`src/rtl/alu_arb_pkg.sv`:
```
// Shared definitions for the two-requester ALU arbiter.
// Provides data/opcode widths, the arbiter state encoding and the owner encoding.
package alu_arb_pkg;

  localparam int unsigned W  = 16;  // data width, fixed by the ALU
  localparam int unsigned OW = 3;   // opcode width

  typedef enum logic [1:0] {
    IDLE = 2'd0,
    EXEC = 2'd1,
    RESP = 2'd2
  } state_e;

  typedef enum logic {
    OWN_A = 1'b0,
    OWN_B = 1'b1
  } owner_e;

endpackage

```
`src/rtl/alu_rr_arbiter_if.sv`:
```
// Request/response bundle between two requesters and the ALU arbiter.
//   master: requester side (drives req/opcode/operands/carry for A and B)
//   slave : arbiter side (drives gnt/done pulses, result, flags, busy)
interface alu_rr_arbiter_if;
  import alu_arb_pkg::*;

  logic                 req_a;
  logic [OW-1:0]        opc_a;
  logic signed [W-1:0]  n_a;
  logic signed [W-1:0]  m_a;
  logic                 c_a;

  logic                 req_b;
  logic [OW-1:0]        opc_b;
  logic signed [W-1:0]  n_b;
  logic signed [W-1:0]  m_b;
  logic                 c_b;

  logic                 gnt_a;
  logic                 gnt_b;
  logic                 done_a;
  logic                 done_b;
  logic signed [W-1:0]  f;
  logic                 zer;
  logic                 neg;
  logic                 busy;

  modport master (
    output req_a, opc_a, n_a, m_a, c_a,
    output req_b, opc_b, n_b, m_b, c_b,
    input  gnt_a, gnt_b, done_a, done_b, f, zer, neg, busy
  );

  modport slave (
    input  req_a, opc_a, n_a, m_a, c_a,
    input  req_b, opc_b, n_b, m_b, c_b,
    output gnt_a, gnt_b, done_a, done_b, f, zer, neg, busy
  );

endinterface

```
`src/rtl/alu_structural_s.sv`:
```
// Combinational 16-bit signed ALU.
//   n, m : signed operands      opc : operation select     c : carry/borrow in
//   f    : result               zer : f == 0               neg : f[W-1]
// Opcodes: 0 n+m+c, 1 n-m-c, 2 and, 3 or, 4 xor, 5 ~n, 6 n<<1, 7 n>>>1.
module alu_structural_s
  import alu_arb_pkg::*;
(
  input  logic signed [W-1:0] n,
  input  logic signed [W-1:0] m,
  input  logic [OW-1:0]       opc,
  input  logic                c,
  output logic signed [W-1:0] f,
  output logic                zer,
  output logic                neg
);

  logic [W-1:0] w_c_ext;

  assign w_c_ext = {{(W-1){1'b0}}, c};

  always_comb begin
    f = '0;
    case (opc)
      3'd0:    f = n + m + $signed(w_c_ext);
      3'd1:    f = n - m - $signed(w_c_ext);
      3'd2:    f = n & m;
      3'd3:    f = n | m;
      3'd4:    f = n ^ m;
      3'd5:    f = ~n;
      3'd6:    f = {n[W-2:0], 1'b0};
      3'd7:    f = {n[W-1], n[W-1:1]};
      default: f = '0;
    endcase
  end

  assign zer = (f == '0);
  assign neg = f[W-1];

endmodule

```
`src/rtl/alu_rr_arbiter.sv`:
```
// Round-robin arbiter sharing one alu_structural_s between requesters A and B.
//   clk, rst_n : clock (rising edge), asynchronous active-low reset
//   bus        : slave side of alu_rr_arbiter_if (requests in, grants/results out)
// Flow: IDLE samples requests and latches the winner's operands, EXEC pulses gnt
// and captures the ALU result, RESP pulses done, then back to IDLE.
module alu_rr_arbiter
  import alu_arb_pkg::*;
(
  input  logic           clk,
  input  logic           rst_n,
  alu_rr_arbiter_if.slave bus
);

  state_e               r_state;
  owner_e               r_owner;
  owner_e               r_last;
  logic [OW-1:0]        r_opc;
  logic signed [W-1:0]  r_n;
  logic signed [W-1:0]  r_m;
  logic                 r_c;
  logic                 r_gnt_a;
  logic                 r_gnt_b;
  logic                 r_done_a;
  logic                 r_done_b;
  logic signed [W-1:0]  r_f;
  logic                 r_zer;
  logic                 r_neg;
  logic                 r_busy;

  owner_e               w_win;
  logic signed [W-1:0]  w_f;
  logic                 w_zer;
  logic                 w_neg;

  // Under contention the requester that did not win last time goes next.
  always_comb begin
    w_win = OWN_A;
    if (bus.req_a && bus.req_b) begin
      w_win = (r_last == OWN_A) ? OWN_B : OWN_A;
    end else if (bus.req_b) begin
      w_win = OWN_B;
    end
  end

  alu_structural_s u_alu (
    .n   (r_n),
    .m   (r_m),
    .opc (r_opc),
    .c   (r_c),
    .f   (w_f),
    .zer (w_zer),
    .neg (w_neg)
  );

  always_ff @(posedge clk or negedge rst_n) begin
    if (!rst_n) begin
      r_state  <= IDLE;
      r_owner  <= OWN_A;
      r_last   <= OWN_B;  // A wins the first contention
      r_opc    <= '0;
      r_n      <= '0;
      r_m      <= '0;
      r_c      <= 1'b0;
      r_gnt_a  <= 1'b0;
      r_gnt_b  <= 1'b0;
      r_done_a <= 1'b0;
      r_done_b <= 1'b0;
      r_f      <= '0;
      r_zer    <= 1'b0;
      r_neg    <= 1'b0;
      r_busy   <= 1'b0;
    end else begin
      // Pulses last exactly one cycle unless re-asserted below.
      r_gnt_a  <= 1'b0;
      r_gnt_b  <= 1'b0;
      r_done_a <= 1'b0;
      r_done_b <= 1'b0;
      case (r_state)
        IDLE: begin
          if (bus.req_a || bus.req_b) begin
            r_owner <= w_win;
            r_last  <= w_win;
            if (w_win == OWN_A) begin
              r_opc   <= bus.opc_a;
              r_n     <= bus.n_a;
              r_m     <= bus.m_a;
              r_c     <= bus.c_a;
              r_gnt_a <= 1'b1;
            end else begin
              r_opc   <= bus.opc_b;
              r_n     <= bus.n_b;
              r_m     <= bus.m_b;
              r_c     <= bus.c_b;
              r_gnt_b <= 1'b1;
            end
            r_busy  <= 1'b1;
            r_state <= EXEC;
          end
        end
        EXEC: begin
          r_f      <= w_f;
          r_zer    <= w_zer;
          r_neg    <= w_neg;
          r_done_a <= (r_owner == OWN_A);
          r_done_b <= (r_owner == OWN_B);
          r_state  <= RESP;
        end
        RESP: begin
          r_busy  <= 1'b0;
          r_state <= IDLE;
        end
        default: begin
          r_busy  <= 1'b0;
          r_state <= IDLE;
        end
      endcase
    end
  end

  assign bus.gnt_a  = r_gnt_a;
  assign bus.gnt_b  = r_gnt_b;
  assign bus.done_a = r_done_a;
  assign bus.done_b = r_done_b;
  assign bus.f      = r_f;
  assign bus.zer    = r_zer;
  assign bus.neg    = r_neg;
  assign bus.busy   = r_busy;

endmodule

```
`src/flat_wrapper.sv`:
```
// flat-port wrapper written by rule: the top's interface ports become plain ports
module alu_rr_arbiter_flat import alu_arb_pkg::*;
  (clk, rst_n, bus_req_a, bus_opc_a, bus_n_a, bus_m_a, bus_c_a, bus_req_b, bus_opc_b, bus_n_b, bus_m_b, bus_c_b, bus_gnt_a, bus_gnt_b, bus_done_a, bus_done_b, bus_f, bus_zer, bus_neg, bus_busy);
  alu_rr_arbiter_if bus_i ();
  input  logic clk;
  input  logic rst_n;
  input wire logic [$bits(bus_i.req_a)-1:0] bus_req_a;
  input wire logic [$bits(bus_i.opc_a)-1:0] bus_opc_a;
  input wire logic [$bits(bus_i.n_a)-1:0] bus_n_a;
  input wire logic [$bits(bus_i.m_a)-1:0] bus_m_a;
  input wire logic [$bits(bus_i.c_a)-1:0] bus_c_a;
  input wire logic [$bits(bus_i.req_b)-1:0] bus_req_b;
  input wire logic [$bits(bus_i.opc_b)-1:0] bus_opc_b;
  input wire logic [$bits(bus_i.n_b)-1:0] bus_n_b;
  input wire logic [$bits(bus_i.m_b)-1:0] bus_m_b;
  input wire logic [$bits(bus_i.c_b)-1:0] bus_c_b;
  output wire logic [$bits(bus_i.gnt_a)-1:0] bus_gnt_a;
  output wire logic [$bits(bus_i.gnt_b)-1:0] bus_gnt_b;
  output wire logic [$bits(bus_i.done_a)-1:0] bus_done_a;
  output wire logic [$bits(bus_i.done_b)-1:0] bus_done_b;
  output wire logic [$bits(bus_i.f)-1:0] bus_f;
  output wire logic [$bits(bus_i.zer)-1:0] bus_zer;
  output wire logic [$bits(bus_i.neg)-1:0] bus_neg;
  output wire logic [$bits(bus_i.busy)-1:0] bus_busy;
  assign bus_i.req_a = bus_req_a;
  assign bus_i.opc_a = bus_opc_a;
  assign bus_i.n_a = bus_n_a;
  assign bus_i.m_a = bus_m_a;
  assign bus_i.c_a = bus_c_a;
  assign bus_i.req_b = bus_req_b;
  assign bus_i.opc_b = bus_opc_b;
  assign bus_i.n_b = bus_n_b;
  assign bus_i.m_b = bus_m_b;
  assign bus_i.c_b = bus_c_b;
  assign bus_gnt_a = bus_i.gnt_a;
  assign bus_gnt_b = bus_i.gnt_b;
  assign bus_done_a = bus_i.done_a;
  assign bus_done_b = bus_i.done_b;
  assign bus_f = bus_i.f;
  assign bus_zer = bus_i.zer;
  assign bus_neg = bus_i.neg;
  assign bus_busy = bus_i.busy;
  alu_rr_arbiter u_core (.clk(clk), .rst_n(rst_n), .bus(bus_i));
endmodule
```
`config.mk`:
```
export PLATFORM = sky130hd
export DESIGN_NAME = alu_rr_arbiter_flat
export DESIGN_NICKNAME = d
export VERILOG_FILES = /design/src/rtl/alu_arb_pkg.sv /design/src/rtl/alu_rr_arbiter_if.sv /design/src/rtl/alu_structural_s.sv /design/src/rtl/alu_rr_arbiter.sv /design/src/flat_wrapper.sv
export SDC_FILE = /design/constraint.sdc
export NUM_CORES = 1
export LEC_CHECK = 0
export ABC_AREA = 1
export BUFFER_PORTS_ARGS = -buffer_cell sky130_fd_sc_hd__buf_2
export CORE_AREA = 10 10 164 166
export DETAILED_ROUTE_END_ITERATION = 8
export DIE_AREA = 0 0 174 176
export GPL_TIMING_DRIVEN = 0
export SETUP_SLACK_MARGIN = 0.4
export SLEW_MARGIN = 5
export SYNTH_ARGS = -nofsm -noshare
export SYNTH_HDL_FRONTEND = slang
export SYNTH_SLANG_ARGS = --single-unit
```
`constraint.sdc`:
```
create_clock -name clk -period 3.1 [get_ports clk]
set_clock_uncertainty 0.2 [all_clocks]
set_input_delay 0 -clock clk [delete_from_list [all_inputs] [get_ports clk]]
set_output_delay 0 -clock clk [all_outputs]
set_load 0.01 [all_outputs]
```
==> results_dict.tcl, run 1 <==
set metrics [dict create \
    status "finished clean" \
    worst-slew-pin-transition_ns 1.01 \
    syn_to_final_growth_pct 42.0 \
    die_height_um 176 \
    synth_top_flop_cell "dfrtp_1" \
    hpwlAfterDp_mm 16.7 \
    clock_path_buffers 2 \
    rows 57 \
    yosysMostFrequentCell "nand2_1" \
    die-area_sq_mm 0.0306 \
    multi_input_area_sq_mm 0.00397 \
    nNetsFinal 1218 \
    ys_types 31 \
    grt.overflow.total 0 \
    coreArea_sq_mm 0.0238 \
    fin_cells 1407 \
    cpMaxStageDelayCell "dfrtp_1" \
    cp-end-kind "flip-flop" \
    critPathMostFrequentCell "nand2_1" \
    drt_iter0_drc 547 \
    fill_cells 2588 \
    avgViaCountPerCell 4.66 \
    routedWlPerCell_um 15.4 \
    synthesis.area_sq_mm 0.00580 \
    antenna_found_initial 0 \
    drcViolationCount 0 \
    insertion_delay_ns 0.35 \
    synth_area_leaders "dfrtp_1 (26%), nand2_1 (15%), ha_1 (13%)" \
    grt_setup_unrepaired "yes" \
    place_inst 1308 \
    min_path_type "in -> async" \
    start_util_pct 24.4 \
    fp.dieW_um 174 \
    reg2regPathDepth 14 \
    antennaDiodeCount 0 \
    synth_edf_count 0 \
    layout_min_cycle_time_ns 2.66 \
    drtAntennaViolNets 0 \
    drt-total-wl_mm 21.6 \
    drive_gt1_share_pct 21.7 \
    synth.net_count 1026 \
    cts_tree "built" \
    r2r_end "u_core.bus.zer" \
    ys_seq_area_share_pct 26.8 \
    yosys.area.top_type "dfrtp_1" \
    htreeDepth 3 \
    gp_congestion 0.978 \
    crit_buf_inv 2 \
    path_max_fanout 6 \
    grtUsageTotal_pct 13.8 \
    avgSynthCellArea_sq_um 6.55 \
    async_flop_share_pct 100 \
    ys_seq_elements 62 \
    crit_family "simple AND/OR/NAND/NOR gates" \
    final-setup-viol-count 0 \
    register_area_sq_mm 0.00156 \
    critical_path.max_stage_delay_ns 0.43 \
    cts_root_buffer "clkbuf_16" \
    finalMaxSlewViolations 0 \
    critical_path_class "reg -> reg" \
    drt-pass1-iter-count 5 \
    synthTopCellsByCount "nand2_1 (238), inv_1 (134), nor2_1 (93)" \
    reg2reg_from "u_core.r_m[12]" \
    port_buffers 98 \
    netlist_instances 886 \
    crit_path_end "u_core.bus.zer" \
    ys.warnings.count 0 \
    critPathArrivalTime_ns 2.75 \
    cts_buffers 9 \
    vias 6554 \
    slew_headroom_pct 32.4 \
    fmax_mhz 376 \
    cap_violations 0 \
    fin_crit_sh_pct 85.9 \
    crit_path_start_kind "flip-flop" \
    setup-tns-final_ns 0 \
    pin_count 99 \
    hold_viol 0 \
    r2r_slack_ns 0.44 \
    required_ns 3.18 \
    synth_top_area_share_pct 26.3 \
    grt_pass1_vias 6626 \
    cts.clk_slew.worst_paths_ns 0.06 \
    grt_pass1_wl_mm 34.2 \
    cts.sinks 62 \
    grt_max_degree 63 \
    cp.depth 14 \
    path_cells "inv_1 -> ha_2 -> ha_2 -> nand2_1 -> nor2_1 -> inv_1 -> o21a_1 -> nand2_1 -> nand2_1 -> nand3_1 -> nand3_1 -> nor2_1 -> nand3_1 -> nand2_1" \
    crit_start "u_core.r_m[12]" \
]
cell families after synthesis:
kind of cell | synth area share (%)
and+or+nand+nor | 31.9
buffers and inverters | 11.7
AOI/OAI and AO/OA | 14.8
adders and majority gates | 14.3
DFF | 26.8
xor gates and xnor gates | 0.453
layout make-up:
type / count / area share [%]
repair buffers: 181 / 15.9
flip-flops and latches: 62 / 18.9
clock buffers: 9 / 2.74
clock inverters: 7 / 1.08
well taps: 324 / 4.92
inverters: 141 / 6.43
plain buffers: 27 / 1.87
multi-input cells: 656 / 48.2
per-stage QoR:
step                      cell area [sq um]  setup slack [ns]  util (%)  hold slack (ns)
final                                  8230             0.437      34.6           0.0814
after CTS                              7950             0.375      33.4           0.0777
after floorplan                        5800             0.668         -           -0.496
after global routing                   8230             0.288      34.6            0.167
after detailed placement               6700             0.240      28.1          -0.0440
after global placement                 6700             0.265      28.1           0.0346
registers in the layout, summed over array words and instances (netlist names), 2 cells and up:
| signal | cells |
|---|---|
| u_core.bus.f | 15 |
| u_core.r_m | 16 |
| u_core.r_n | 16 |
| u_core.r_opc | 3 |
| u_core.r_state | 2 |
worst min-delay path by stage:
stage | startpoint | end | cells past startpoint
2_1_floorplan | rst_n | u_core.bus.busy | 0
3_3_place_gp | bus_c_a | u_core.r_c | 3
3_5_place_dp | rst_n | u_core.bus.f[9] | 1
4_1_cts | bus_req_b | u_core.r_opc[2] | 5
5_1_grt | bus_req_b | u_core.r_opc[2] | 5
6_report | rst_n | u_core.bus.f[11] | 2
cells in the final DEF, fill, tap and decap left out, types with 4 or more instances in the layout:
cell           synthesis  routed
buf_6                  4       5
o21ai_0               58      57
nor2_2                 3      16
dlygate4sd3_1          0      75
o211ai_1              15      15
nand2_2                1       8
o22ai_1               41      41
clkinv_2               0       4
nand4_1               16      16
buf_4                  4      12
nand2_1              238     229
inv_2                  6      18
ha_1                  60      35
nand3_2                5      21
nor2_1                93      79
dfrtp_1               61      59
ha_4                   0      17
clkbuf_1              15      12
ha_2                   0       8
nor3_1                 9       9
nand3_1               69      53
nand3b_1               6       6
a21oi_1               24      21
clkbuf_16              0       9
buf_2                  4     101
inv_1                134     122
per-layer routing:
metal	vias up	part of all wire, %	track usage (%)
li1	3268	-	-
met1	3043	48	18.6
met2	215	45	22.0
met3	28	4.9	2.54
met4	0	2.0	4.24
met5	-	0	0
timing repair:
item                       in CTS  in global routing
buffers inserted                6                  2
hold endpoints to repair       99                  0
hold buffers                   75                  0
gates resized for setup        25                 76
setup endpoints to repair       4                 10
cloned                          0                  0
pin swaps                      10                 29
Power of run 1 is left out: the tool's default activity adds up to more than one toggle a clock period on the data nets, which glitch-free logic cannot reach.
==> inputs of run 2 (changes only) <==
clock period = 2.7 ns   (was 3.1 ns; I/O delays follow)
==> run 2 against run 1 <==
Net effect: design area up 6.1%; core utilization increased by 2.1 points; clock-buffer cell count up 1; sequential cell count unchanged; register-to-register slack worse by 0.41 ns; first-iteration DRC count shrank 5.9%; via count rose by 3.3%; worst setup slack worse by 0.41 ns; global-route usage rose by 1.2 points; die area is the same; critical endpoint unchanged.
==> results_dict.tcl, run 2 (synthesized netlist as in run 1, its figures left out) <==
set metrics [dict create \
    status "finished clean" \
    cp-end-kind "flip-flop" \
    finalMaxSlewViolations 0 \
    nNetsFinal 1239 \
    routedWlPerCell_um 16.5 \
    avgViaCountPerCell 4.74 \
    drive_gt1_share_pct 27.9 \
    path_max_fanout 3 \
    cts_root_buffer "clkbuf_16" \
    grtUsageTotal_pct 15.0 \
    worst-slew-pin-transition_ns 0.887 \
    finalWorstSetupSlack_ns 0.0275 \
    layout_min_cycle_time_ns 2.67 \
    critical_path.max_stage_delay_ns 0.42 \
    grt_pass1_wl_mm 37.0 \
    final_common_cell "nand2_1" \
    grt_pass1_vias 6867 \
    cpMaxStageDelayCell "fa_2" \
    grt.overflow.total 0 \
    place_inst 1308 \
    antenna_found_initial 0 \
    cap_violations 0 \
    drcViolationCount 0 \
    insertion_delay_ns 0.35 \
    place_area_sq_mm 0.00678 \
    clock_path_buffers 2 \
    cts_buffers 9 \
    fin_crit_sh_pct 99.0 \
    fill_cells 2496 \
    fmax_mhz 374 \
    grt_max_degree 63 \
    hold_viol 0 \
    grt_setup_unrepaired "yes" \
    rows 57 \
    final-setup-viol-count 0 \
    cts_tree "built" \
    cts.clk_slew.worst_paths_ns 0.06 \
    antennaDiodeCount 0 \
    fin_area_sq_mm 0.00874 \
    utilization_pct 36.7 \
    drt-total-wl_mm 23.5 \
    pre_cts_ws_ns -0.337 \
    htreeDepth 3 \
    drt-pass1-iter-count 5 \
    drtAntennaViolNets 0 \
    vias 6768 \
    crit_path_start_kind "flip-flop" \
    required_ns 2.79 \
    die-area_sq_mm 0.0306 \
    pin_count 99 \
    hpwlAfterDp_mm 17.6 \
    path_cells "inv_2 -> fa_2 -> buf_4 -> ha_4 -> nand2_2 -> nor2_4 -> nand2_4 -> nand2_2 -> nand2_1 -> nand3_2 -> nand3_4 -> nor2_4 -> nand4_1 -> nor2_1 -> nand3_1 -> nand2_1" \
    drt_iter0_drc 515 \
    slew_headroom_pct 40.9 \
    gp_congestion 0.956 \
    port_buffers 98 \
    fp.dieW_um 174 \
    final_cell_mix "nand2_1 (209), inv_1 (116), buf_2 (101), nor2_1 (78), dlygate4sd3_1 (74)" \
    min_path_type "in -> reg" \
    cts.sinks 62 \
    die_height_um 176 \
    critPathArrivalTime_ns 2.76 \
    critical_path_class "reg -> reg" \
    coreArea_sq_mm 0.0238 \
    fin_cells 1428 \
    syn_to_final_growth_pct 50.6 \
    start_util_pct 24.4 \
]
[run 2: timing repair]
item	in CTS	in global routing
buffers inserted	19	11
endpoints found under the setup margin	35	30
hold buffers	74	0
resized for setup	120	60
hold endpoints to repair	98	0
pin swaps	30	29
[run 2: critical path, delay by kind of cell, from the launching register on]
kind	cells	cell delay [ns]
and+or+nand+nor	12	1.08
adders and majority gates	2	0.70
DFF	1	0.40
buffers and inverters	2	0.22
[run 2: metal layers]
metal	vias to the layer above	share of wire [%]	global-route usage (%)
met1	3242	44	18.3
met2	193	50	26.9
met5	-	0	0
met3	18	4.3	2.16
met4	0	1.5	4.45
li1	3315	-	-
[run 2: path summary, 6_finish.rpt]
kind	cells after the start	to	start	slack, ns
setup / recovery	16	u_core.bus.zer	u_core.r_m[0]	0.03
hold / removal	5	u_core.r_n[6]	bus_req_b	0.02
setup reg to reg	16	u_core.bus.zer	u_core.r_m[0]	0.03
hold reg to reg	1	u_core.bus.done_a	u_core.r_owner	0.23
max in group asynchronous	2	u_core.r_n[0]	rst_n	1.59
min in group asynchronous	2	u_core.bus.f[6]	rst_n	0.07
[run 2: per-stage QoR]
stage / TNS, ns / hold WS [ns]
2_1_floorplan: 0 / -0.496
3_3_place_gp: -0.361 / 0.0307
3_5_place_dp: -0.375 / -0.0442
4_1_cts: -0.00325 / 0.00630
5_1_grt: -0.173 / 0.0431
6_report: 0 / 0.0174
[run 2: layout make-up]
type	instances	area (sq um)	area share (%)
multi-input combinational	656	4260	48.8
sequential	62	1560	17.8
timing repair buffer	202	1490	17.1
inverter	141	529	6.06
tap	324	405	4.64
clock buffer	10	239	2.73
buffer	27	159	1.82
clock inverter	6	92.6	1.06
Power of run 2 is left out for the same reason.
==> inputs of run 3 (changes only) <==
CAP_MARGIN = 20   (was default)
CORE_AREA = 10 10 182 150   (was 10 10 164 166)
DIE_AREA = 0 0 192 160   (was 0 0 174 176)
REMOVE_ABC_BUFFERS = 1   (was default)
==> run 3 against run 2 <==
Net effect: routed wire length shrank 8.4%; maximum frequency shrank 0.91%; sequential share of layout area grew 0.68 points; clock-buffer cell count shrank 1; final cell count shrank 3.0%; worst hold slack gained 0.088 ns; highest routed layer unchanged; sequential cell count is the same; core utilization shrank 1.3 points; die area grew 0.31%; critical path type unchanged.
==> results_dict.tcl, run 3 (synthesized netlist as in run 1, its figures left out) <==
set metrics [dict create \
    grt_setup_unrepaired "yes" \
    final_cell_mix "nand2_1 (217), inv_1 (117), buf_2 (97), nor2_1 (76), dlygate4sd3_1 (75)" \
    critPathArrivalTime_ns 2.78 \
    worst-slew-pin-transition_ns 0.824 \
    cts_root_buffer "clkbuf_16" \
    finalWorstSetupSlack_ns 0.00302 \
    htreeDepth 3 \
    slew_headroom_pct 45.0 \
    drive_gt1_share_pct 24.9 \
    path_max_fanout 2 \
    drtAntennaViolNets 0 \
    vias 6441 \
    cts_tree "built" \
    layout_min_cycle_time_ns 2.70 \
    holdWs_ns 0.106 \
    required_ns 2.78 \
    critical_path_class "reg -> reg" \
    clock_path_buffers 2 \
    grt_pass1_wl_mm 33.3 \
    fin_crit_sh_pct 99.9 \
    insertion_delay_ns 0.34 \
    cts.clk_slew.worst_paths_ns 0.06 \
    drcViolationCount 0 \
    grt.overflow.total 0 \
    start_util_pct 24.4 \
    cts.sinks 62 \
    gp_congestion 0.964 \
    pre_cts_ws_ns -0.871 \
    crit_path_start_kind "flip-flop" \
    final-setup-viol-count 0 \
    cap_violations 0 \
    port_buffers 98 \
    r2r_slack_ns 0.003 \
    die-area_sq_mm 0.0307 \
    die_height_um 160 \
    coreArea_sq_mm 0.0238 \
    finalMaxSlewViolations 0 \
    routedWlPerCell_um 15.5 \
    min_path_type "in -> async" \
    antennaDiodeCount 0 \
    fmax_mhz 371 \
    status "finished clean" \
    grt_pass1_vias 6233 \
    cts_buffers 9 \
    rows 51 \
    drt_iter0_drc 561 \
    drt-total-wl_mm 21.5 \
    place_inst 1277 \
    nNetsFinal 1202 \
    syn_to_final_growth_pct 45.2 \
    fin_cells 1385 \
    grtUsageTotal_pct 13.5 \
    final_common_cell "nand2_1" \
    hpwlAfterDp_mm 16.4 \
    pin_count 99 \
    hold_viol 0 \
    cp-end-kind "flip-flop" \
    avgViaCountPerCell 4.65 \
    grt_max_degree 63 \
    antenna_found_initial 0 \
    drt-pass1-iter-count 5 \
    fp.dieW_um 192 \
]
run 3: per-stage QoR:
| stage | area [sq um] | util [%] | setup TNS, ns |
|---|---|---|---|
| floorplan | 5650 | - | 0 |
| global placement | 6540 | 27.5 | -36.81 |
| detailed placement | 6590 | 27.7 | -13.33 |
| CTS | 8090 | 34.0 | -0.0105 |
| global route | 8420 | 35.4 | -0.186 |
| finish | 8420 | 35.4 | 0 |
run 3: area by class of cell:
| type | count | area [sq um] |
|---|---|---|
| fillers | 2519 | 15400 |
| multi-input cells | 656 | 4140 |
| flip-flops and latches | 62 | 1560 |
| repair buffers | 192 | 1450 |
| inverters | 141 | 534 |
| well taps | 318 | 398 |
| clock buffers | 9 | 225 |
| clock inverters | 7 | 123 |
run 3: critical path, stage by stage, from the launching register on:
cell	delay (ns)
dfrtp_2	0.42
buf_6	0.12
fa_2	0.43
ha_4	0.32
nand2_4	0.06
nor2_4	0.13
nand3_2	0.10
nand3_2	0.08
nand2_1	0.06
nand3_2	0.09
nand2_2	0.07
nor2_4	0.19
nand3_2	0.09
nor2_2	0.11
nand3_1	0.09
nand2_1	0.06
run 3: per-layer routing:
metal | vias up | part of all wire, % | global-route usage [%]
met5 | - | 0 | 0
met4 | 0 | 0.91 | 3.20
met3 | 12 | 5.9 | 3.27
met2 | 186 | 42 | 19.0
met1 | 2998 | 51 | 20.0
li1 | 3245 | - | -
run 3: worst paths after layout:
kind | end | startpoint | depth (start not counted)
max in group asynchronous | u_core.r_n[1] | rst_n | 2
hold / removal | u_core.r_n[14] | rst_n | 2
min in group clk | u_core.r_m[15] | bus_m_b[15] | 4
setup / recovery | u_core.bus.zer | u_core.r_n[0] | 15
setup reg to reg | u_core.bus.zer | u_core.r_n[0] | 15
hold reg to reg | u_core.bus.done_a | u_core.r_owner | 1
run 3: repair_timing:
item | 4_1_cts | 5_1_grt
setup buffers | 9 | 7
endpoints found under the setup margin | 55 | 27
gates resized for setup | 75 | 73
hold endpoints to repair | 99 | 2
pin swaps | 18 | 35
hold buffers | 74 | 1
Power of run 3 is left out for the same reason.
